[config.mk]
export PLATFORM = sky130hd
export DESIGN_NAME = sp_bram_rr_arbiter
export DESIGN_NICKNAME = d
export VERILOG_FILES = /design/src/rtl/sp_bram_rr_arbiter.sv
export SDC_FILE = /design/constraint.sdc
export NUM_CORES = 1
export LEC_CHECK = 0
export ABC_CLOCK_PERIOD_IN_PS = 2800
export CORE_AREA = 3 3 121 123
export CTS_CLUSTER_SIZE = 24
export DETAILED_ROUTE_END_ITERATION = 8
export DIE_AREA = 0 0 124 126
export PLACE_DENSITY = 0.7
export SETUP_SLACK_MARGIN = 0.02
export SYNTH_ARGS = -nofsm -noshare
export SYNTH_HDL_FRONTEND = slang
export SYNTH_SLANG_ARGS = --single-unit
[constraint.sdc]
create_clock -name clk -period 2.8 [get_ports clk]
set_input_delay 0.42 -clock clk [delete_from_list [all_inputs] [get_ports clk]]
set_output_delay 0.42 -clock clk [all_outputs]
set_load 0.02 [all_outputs]
[src/rtl/sp_bram_rr_arbiter.sv]
// Round-robin arbiter that shares one single-port, byte-write-enable BRAM among
// NUM_REQ requesters, with an optional zero-fill of the whole array after reset.
module sp_bram_rr_arbiter #(
    parameter int NUM_REQ       = 4,
    parameter int ADDR_WIDTH    = 10,
    parameter int DATA_WIDTH    = 32,
    parameter int INIT_ON_RESET = 1
) (
    input  logic                                 clk,
    input  logic                                 rst,
    input  logic [NUM_REQ-1:0]                   req_valid,
    input  logic [NUM_REQ-1:0]                   req_wr,
    input  logic [NUM_REQ*(DATA_WIDTH/8)-1:0]    req_be,
    input  logic [NUM_REQ*ADDR_WIDTH-1:0]        req_adr,
    input  logic [NUM_REQ*DATA_WIDTH-1:0]        req_wdat,
    output logic [NUM_REQ-1:0]                   req_ready,
    output logic [NUM_REQ-1:0]                   rsp_valid,
    output logic [DATA_WIDTH-1:0]                rsp_rdat,
    output logic                                 init_busy,
    output logic                                 ram_re,
    output logic [DATA_WIDTH/8-1:0]              ram_we,
    output logic [ADDR_WIDTH-1:0]                ram_adr,
    output logic [DATA_WIDTH-1:0]                ram_wdat,
    input  logic [DATA_WIDTH-1:0]                ram_rdat
);
    localparam int BE_W  = DATA_WIDTH / 8;
    localparam int PTR_W = (NUM_REQ > 1) ? $clog2(NUM_REQ) : 1;
    localparam int DEPTH = 1 << ADDR_WIDTH;
    localparam logic [ADDR_WIDTH:0] LAST_ADR = (ADDR_WIDTH + 1)'(DEPTH - 1);
    localparam logic [PTR_W-1:0]    LAST_REQ = PTR_W'(NUM_REQ - 1);

    typedef enum logic {ST_INIT, ST_RUN} state_t;

    state_t                 state_reg, state_next;
    logic [ADDR_WIDTH:0]    clr_reg, clr_next;
    logic [PTR_W-1:0]       ptr_reg, ptr_next;
    logic [NUM_REQ-1:0]     rsp_valid_reg, rsp_valid_next;

    logic [BE_W-1:0]        be_arr   [NUM_REQ];
    logic [ADDR_WIDTH-1:0]  adr_arr  [NUM_REQ];
    logic [DATA_WIDTH-1:0]  wdat_arr [NUM_REQ];

    logic                   gnt_found;
    logic [PTR_W-1:0]       gnt_idx;
    logic [PTR_W-1:0]       cand;

    genvar gi;
    generate
        for (gi = 0; gi < NUM_REQ; gi++) begin : g_unpack
            assign be_arr[gi]   = req_be[gi*BE_W +: BE_W];
            assign adr_arr[gi]  = req_adr[gi*ADDR_WIDTH +: ADDR_WIDTH];
            assign wdat_arr[gi] = req_wdat[gi*DATA_WIDTH +: DATA_WIDTH];
        end
    endgenerate

    // First valid requester at or after ptr, wrapping modulo NUM_REQ.
    always_comb begin
        gnt_found = 1'b0;
        gnt_idx   = '0;
        cand      = '0;
        for (int k = 0; k < NUM_REQ; k++) begin
            cand = PTR_W'((int'(ptr_reg) + k) % NUM_REQ);
            if (!gnt_found && req_valid[cand]) begin
                gnt_found = 1'b1;
                gnt_idx   = cand;
            end
        end
    end

    always_comb begin
        state_next     = state_reg;
        clr_next       = clr_reg;
        ptr_next       = ptr_reg;
        rsp_valid_next = '0;
        req_ready      = '0;
        ram_re         = 1'b0;
        ram_we         = '0;
        ram_adr        = '0;
        ram_wdat       = '0;
        if (!rst) begin
            case (state_reg)
                ST_INIT: begin
                    ram_we   = '1;
                    ram_adr  = clr_reg[ADDR_WIDTH-1:0];
                    clr_next = clr_reg + (ADDR_WIDTH + 1)'(1);
                    if (clr_reg == LAST_ADR) begin
                        state_next = ST_RUN;
                    end
                end
                ST_RUN: begin
                    if (gnt_found) begin
                        req_ready[gnt_idx] = 1'b1;
                        ptr_next = (gnt_idx == LAST_REQ) ? '0 : gnt_idx + PTR_W'(1);
                        ram_adr  = adr_arr[gnt_idx];
                        if (req_wr[gnt_idx]) begin
                            ram_we   = be_arr[gnt_idx];
                            ram_wdat = wdat_arr[gnt_idx];
                        end else begin
                            ram_re                  = 1'b1;
                            rsp_valid_next[gnt_idx] = 1'b1;
                        end
                    end
                end
            endcase
        end
    end

    always_ff @(posedge clk) begin
        if (rst) begin
            state_reg     <= (INIT_ON_RESET != 0) ? ST_INIT : ST_RUN;
            clr_reg       <= '0;
            ptr_reg       <= '0;
            rsp_valid_reg <= '0;
        end else begin
            state_reg     <= state_next;
            clr_reg       <= clr_next;
            ptr_reg       <= ptr_next;
            rsp_valid_reg <= rsp_valid_next;
        end
    end

    // RAM output is already registered; it only needs qualifying by the issuing read.
    assign rsp_valid = rsp_valid_reg;
    assign rsp_rdat  = (|rsp_valid_reg) ? ram_rdat : '0;
    assign init_busy = rst ? (INIT_ON_RESET != 0) : (state_reg == ST_INIT);

endmodule

# == Yosys cells after proc, flatten, opt, wreduce, memory -nomap -nowiden ==
# Index checks and enable logic that the tools add are counted.
# classes
addsub,5
order_cmp,7
eq_ne,2
n_mux,52
n_bitwise,3
n_reduce_logical,10
# op_table
cell,n
$mux 32,7
$bmux 32 s2,1
$mux 10,4
$mux 4,8
$bmux 10 s2,1
$pmux 10 s2,1
$mux 1,17
$lt 2x3->1 const B,5
$add 11x1->11 const B,1
$eq 11x10->1 const B,1
$bmux 1 s2,5
$mux 2,5
$bmux 4 s2,1
$pmux 4 s2,1
$reduce_or 4->1,2
$add 2x1->2 const B,2
$add 2x2->2 const B,2
$logic_and 1x1->1,4
$ge 3x3->1 const B,1
$logic_not 1->1,3
$not 2->3,1
$demux 1 s2,1
$eq 2x2->1 const B,1
$ge 2x1->1 const B,1
other kinds (2),3
# totals
register_bits,18
wordCells,83

# == Logic depth before layout (Yosys ltp) ==
# Gate-level depths: netlist of run 1.
# logic_depth
depth_word,20
depth_mapped,9
ltp_nobuf,7

# == Worst setup path after synthesis of run 1 ==
# No wires, ideal clock.
# synth_path
path_type,input to output
from,input req_valid[0]
to,output ram_we[0]
arrival_time_ps,2009
required_ps,2380
setup_slack_ps,371
stages,8
path_buffers,2
path_cell_list,and2_1 -> o211a_1 -> nor2_1 -> buf_4 -> buf_2 -> mux4_2 -> o21ai_0 -> a21oi_1
# synth_between
elab_chain_len,20
word_cells_on_any_way,32
cone_classes,mux (25); bitwise (1); reduce/logical (6)
# synth_rtl
element,line,text
"start, declared",11,"input logic [NUM_REQ-1:0] req_valid,"
$bmux 1 s2,63,if (!gnt_found && req_valid[cand]) begin
$mux 1 (implied by the code),63,
$mux 1,63,
$logic_not 1->1,63,
$logic_and 1x1->1,63,
$mux 1,63,
$logic_not 1->1,63,
$logic_and 1x1->1,63,
[3 not listed],--,
$mux 2,63,
$not 2->3 (implied by the code),96,ram_we = be_arr[gnt_idx];
$bmux 4 s2,96,
$mux 4 (implied by the code) (2 in a row),96,
$mux 4,95,if (req_wr[gnt_idx]) begin
$mux 4 (*),91,if (gnt_found) begin
$pmux 4 s2 (*),81,case (state_reg)
$mux 4 (*),80,if (!rst) begin
"end, declared",21,"output logic [DATA_WIDTH/8-1:0] ram_we,"
# Mark *: on every way between the ends. The rest lies on a longest branch, timed or not. The select of a mux whose other input is x is not followed.

# == Final worst setup path of run 1 ==
# layout_path
from,register ptr_reg[1]
to,output ram_adr[5]
# layout_between
elab_chain_len,19
word_cells_on_any_way,32
cone_classes,add/sub (3); mux (22); bitwise (1); reduce/logical (6)
# layout_rtl
element,line,text
"start, declared",36,"logic [PTR_W-1:0] ptr_reg, ptr_next;"
"start signal, assigned",117,ptr_reg <= ptr_next;
branches (longest 16 deep; another with $add 2x1->2),--,
$mux 10 (*),91,
$pmux 10 s2 (*),81,
$mux 10 (*),80,
"end, declared",22,"output logic [ADDR_WIDTH-1:0] ram_adr,"
# Mark *: on every way between the ends. The select of a mux whose other input is x is not followed.

==> results of run 1 <==
[routing by layer]
layer	global-route usage	vias to the layer above
met5	0	-
met4	0.0258	0
met3	0.0503	8
met2	0.375	217
met1	0.227	1813
li1	-	1701
[worst paths after layout]
check / startpoint / cells past startpoint / endpoint / slack, ns
hold / removal: clr_reg[10] / 2 / clr_reg[10] / 0.48
hold reg to reg: clr_reg[10] / 2 / clr_reg[10] / 0.48
setup / recovery: ptr_reg[1] / 9 / ram_adr[5] / 0.08
setup reg to reg: ptr_reg[1] / 11 / rsp_valid[1] / 0.83
[repair_timing]
| item | 4_1_cts | 5_1_grt |
|---|---|---|
| setup endpoints to repair | 51 | 45 |
| resized for setup | 205 | 45 |
| cloned | 6 | 1 |
| hold endpoints to repair | 0 | 0 |
| hold buffers | 0 | 0 |
| pin swaps | 6 | 2 |
| buffers inserted | 9 | 3 |
[power by group through the flow]
stage	Combinational [uW]	Clock [uW]	Sequential, uW
after detailed placement	653	0	271
final	712	318	264
after global routing	754	339	265
after CTS	724	324	265
after global placement	644	0	270
after floorplan	237	0	269
[worst max-delay path, delay by kind of cell, from the launching register on]
| kind | cells | cell delay, ns |
|---|---|---|
| AND/OR/NAND/NOR | 1 | 0.15 |
| multiplexers | 2 | 0.65 |
| AO/OA/AOI/OAI | 2 | 0.30 |
| flip-flops | 1 | 0.38 |
| buffers and inverters | 4 | 0.57 |
[cells by family after synthesis]
family | count (synthesis)
compound gates | 37
fa+ha+maj | 5
flops | 18
simple gates | 121
buf+inv | 28
xor+xnor | 8
mux | 48
[metrics by stage]
| step | cells | utilization | instance area [um^2] | setup slack, ns |
|---|---|---|---|---|
| 3_5_place_dp | 761 | 0.449 | 6180 | -0.679 |
| 3_3_place_gp | 761 | 0.449 | 6180 | -0.616 |
| 5_1_grt | 782 | 0.465 | 6410 | -0.00555 |
| 6_report | 783 | 0.465 | 6410 | 0.0839 |
| 4_1_cts | 780 | 0.461 | 6360 | 0.0224 |
| 2_1_floorplan | 265 | - | 2650 | 0.371 |
[final cells by class]
type	instances	area, um^2
antenna	1	2.50
clock buffer	4	88.8
fill	1324	7360
inverter	4	20.0
multi-input combinational	222	2260
sequential	18	364
tap	180	225
timing repair buffer	354	3450
[cells in the final DEF (no fill, tap or decap), types with 6 or more instances in the layout]
cell type	netlist	routed
buf_4	2	37
nand2_1	6	6
nor2b_1	39	38
o21ai_0	9	7
buf_6	2	10
buf_2	4	25
xor2_1	6	6
dfxtp_1	18	17
buf_12	0	11
nor2_1	15	14
a21oi_1	12	9
clkdlybuf4s50_1	0	258
mux4_2	46	46
a22o_1	10	10
clkbuf_2	0	6
nand3_1	7	7
and3_1	33	29
==> out/metrics.csv, run 1 <==
stage;metric;value;unit
status;outcome;completed;
detailed_routing;Vias;3739;
critical_path;capturing element type of the critical path;primary output;
detailed_routing;Final ANT Viol Nets;0;
power_and_ir_drop;leakage;0.00258;uW
finish;nets;834;
critical_path;Worst Path Max Fanout;8;
detailed_routing;Routed WL;16.6;mm
cts;CTS Buf Count;3;
sta;Slew Viols, Final;0;
yosys;Yosys warning total;0;
die;full die area;0.0156;mm^2
cts;Max clock buf depth;2;
sta;final hold slack;0.484;ns
die;die width;124;um
critical_path;Critical Path AT;2.30;ns
yosys;leading post-synthesis cells by cell area;mux4_2 39%, dfxtp_1 14%, nor2b_1 9.2%;
grt;largest net degree at the start of global routing;33;
yosys;simple-gate share of the synthesized area;0.265;
yosys;synth cell count leaders;46 x mux4_2, 39 x nor2b_1, 33 x and3_1;
sta;post-layout min period;2.72;ns
detailed_routing;DR WL/cell;21.2;um
die;die height;126;um
cts;clock slew at reported path FFs;0.06;ns
cts;H-tree depth;1;
yosys;Synth Area in Compound Gates;0.0989;
sta;unrepaired setup endpoints after global routing;yes;
yosys;Synth Area in Adders;0.0237;
detailed_routing;number of vias per cell;4.78;
yosys;post-synth top area share;0.392;
critical_path;critical path required time;2.38;ns
detailed_routing;highest routed metal layer;met4;
die;FP Rows;43;
grt;vias in the first global route;4156;
detailed_routing;DR pass1 iterations;4;
yosys;cell with the most instances after synthesis;mux4_2;
hold_path;worst hold-check path type;flip-flop to flip-flop;
sta;Fin. Hold Viols;0;
die;core area;0.0138;mm^2
critical_path;Setup CP Type;flip-flop to primary output;
sta;Final Cycle Share;0.970;
die;I/O pin cnt;314;
yosys;Synth area leader;mux4_2;
sta;Slew HR;0.476;
critical_path;slowest stage delay, CP;0.42;ns
power_and_ir_drop;switch share;0.242;
yosys;Synth Register Bits;18;
power_and_ir_drop;Logic pwr share;0.550;
grt;initial antenna violation count;0;
power_and_ir_drop;PwrDens;202;mW/mm^2
yosys;FFs w/ async S/R, synth;0;
detailed_routing;Initial DRC Count;145;
yosys;Post-Synth XOR/XNOR Area;0.0265;
place;IO buf count;313;
place;RePlAce Congestion;0.873;
die;starting density of the core;0.192;
detailed_routing;Met3 Wirelength;1.79;mm
critical_path;Crit-path slowest cell;mux4_2;
yosys;Mapped Area;0.00265;mm^2
power_and_ir_drop;total power;1290;uW
sta;endpoints failing setup;0;
grt;Tot GR Track Use;0.198;
detailed_routing;# DRC;0;
grt;first-pass GRT wire length;23.8;mm
place;Detailed Place HPWL;12.4;mm
detailed_routing;wire length on met2;8.63;mm
grt;GR Overflow Total;0;
yosys;synthesized area per cell;9.98;um^2
yosys;sequential area share after synthesis;0.136;
yosys;ys flop type;dfxtp_1;
flow_run;number of max-cap violations;0;
cts;Sink Count;18;
yosys;main combinational cell family by area after synthesis;multiplexers;
finish;Largest register FFs;11;
power_and_ir_drop;peak supply drop;0.000142;V
yosys;EDFF count, synth;0;
yosys;Post-Syn Instances;265;
power_and_ir_drop;clock share of power;0.246;
critical_path;crit path launch type;flip-flop;
sta;Fmax achieved;368;MHz
yosys;Syn Nets;496;
finish;area grow syn2layout;142;%
yosys;post-synth cell types;36;
power_and_ir_drop;Reg power frac;0.204;
detailed_routing;WL met1;6.06;mm
sta;Worst-Margin Slew;0.783;ns
cts;CTS tree;yes;
power_and_ir_drop;Internal Power;981;uW
cts;Root Buffer;clkbuf_16;
finish;fraction of layout cells with a size suffix above 1;0.276;
sta;Layout Skew;0.00111;ns
power_and_ir_drop;NetSw;314;uW
cts;clock latency on the worst-skew pair;0.25;ns
critical_path;crit path cell chain;mux2i_1 > o2bb2ai_2 > nor2_4 > clkinv_4 > buf_12 > buf_16 > mux4_2 > a22o_1 > buf_2;
yosys;post-synthesis mux area share;0.399;
sta;setup TNS;0;ns
Power figures use the tool's default switching activity.
==> run 2: changes to the inputs <==
--- a/config.mk
+++ b/config.mk
@@ -7,9 +7,9 @@
 export LEC_CHECK = 0
 export ABC_CLOCK_PERIOD_IN_PS = 2800
 export CORE_AREA = 3 3 121 123
-export CTS_CLUSTER_SIZE = 24
 export DETAILED_ROUTE_END_ITERATION = 8
 export DIE_AREA = 0 0 124 126
+export GPL_ROUTABILITY_DRIVEN = 0
 export PLACE_DENSITY = 0.7
 export SETUP_SLACK_MARGIN = 0.02
 export SYNTH_ARGS = -nofsm -noshare
==> results of run 2 <==
No change in the layout: final DEF, timing and power equal those of run 1.
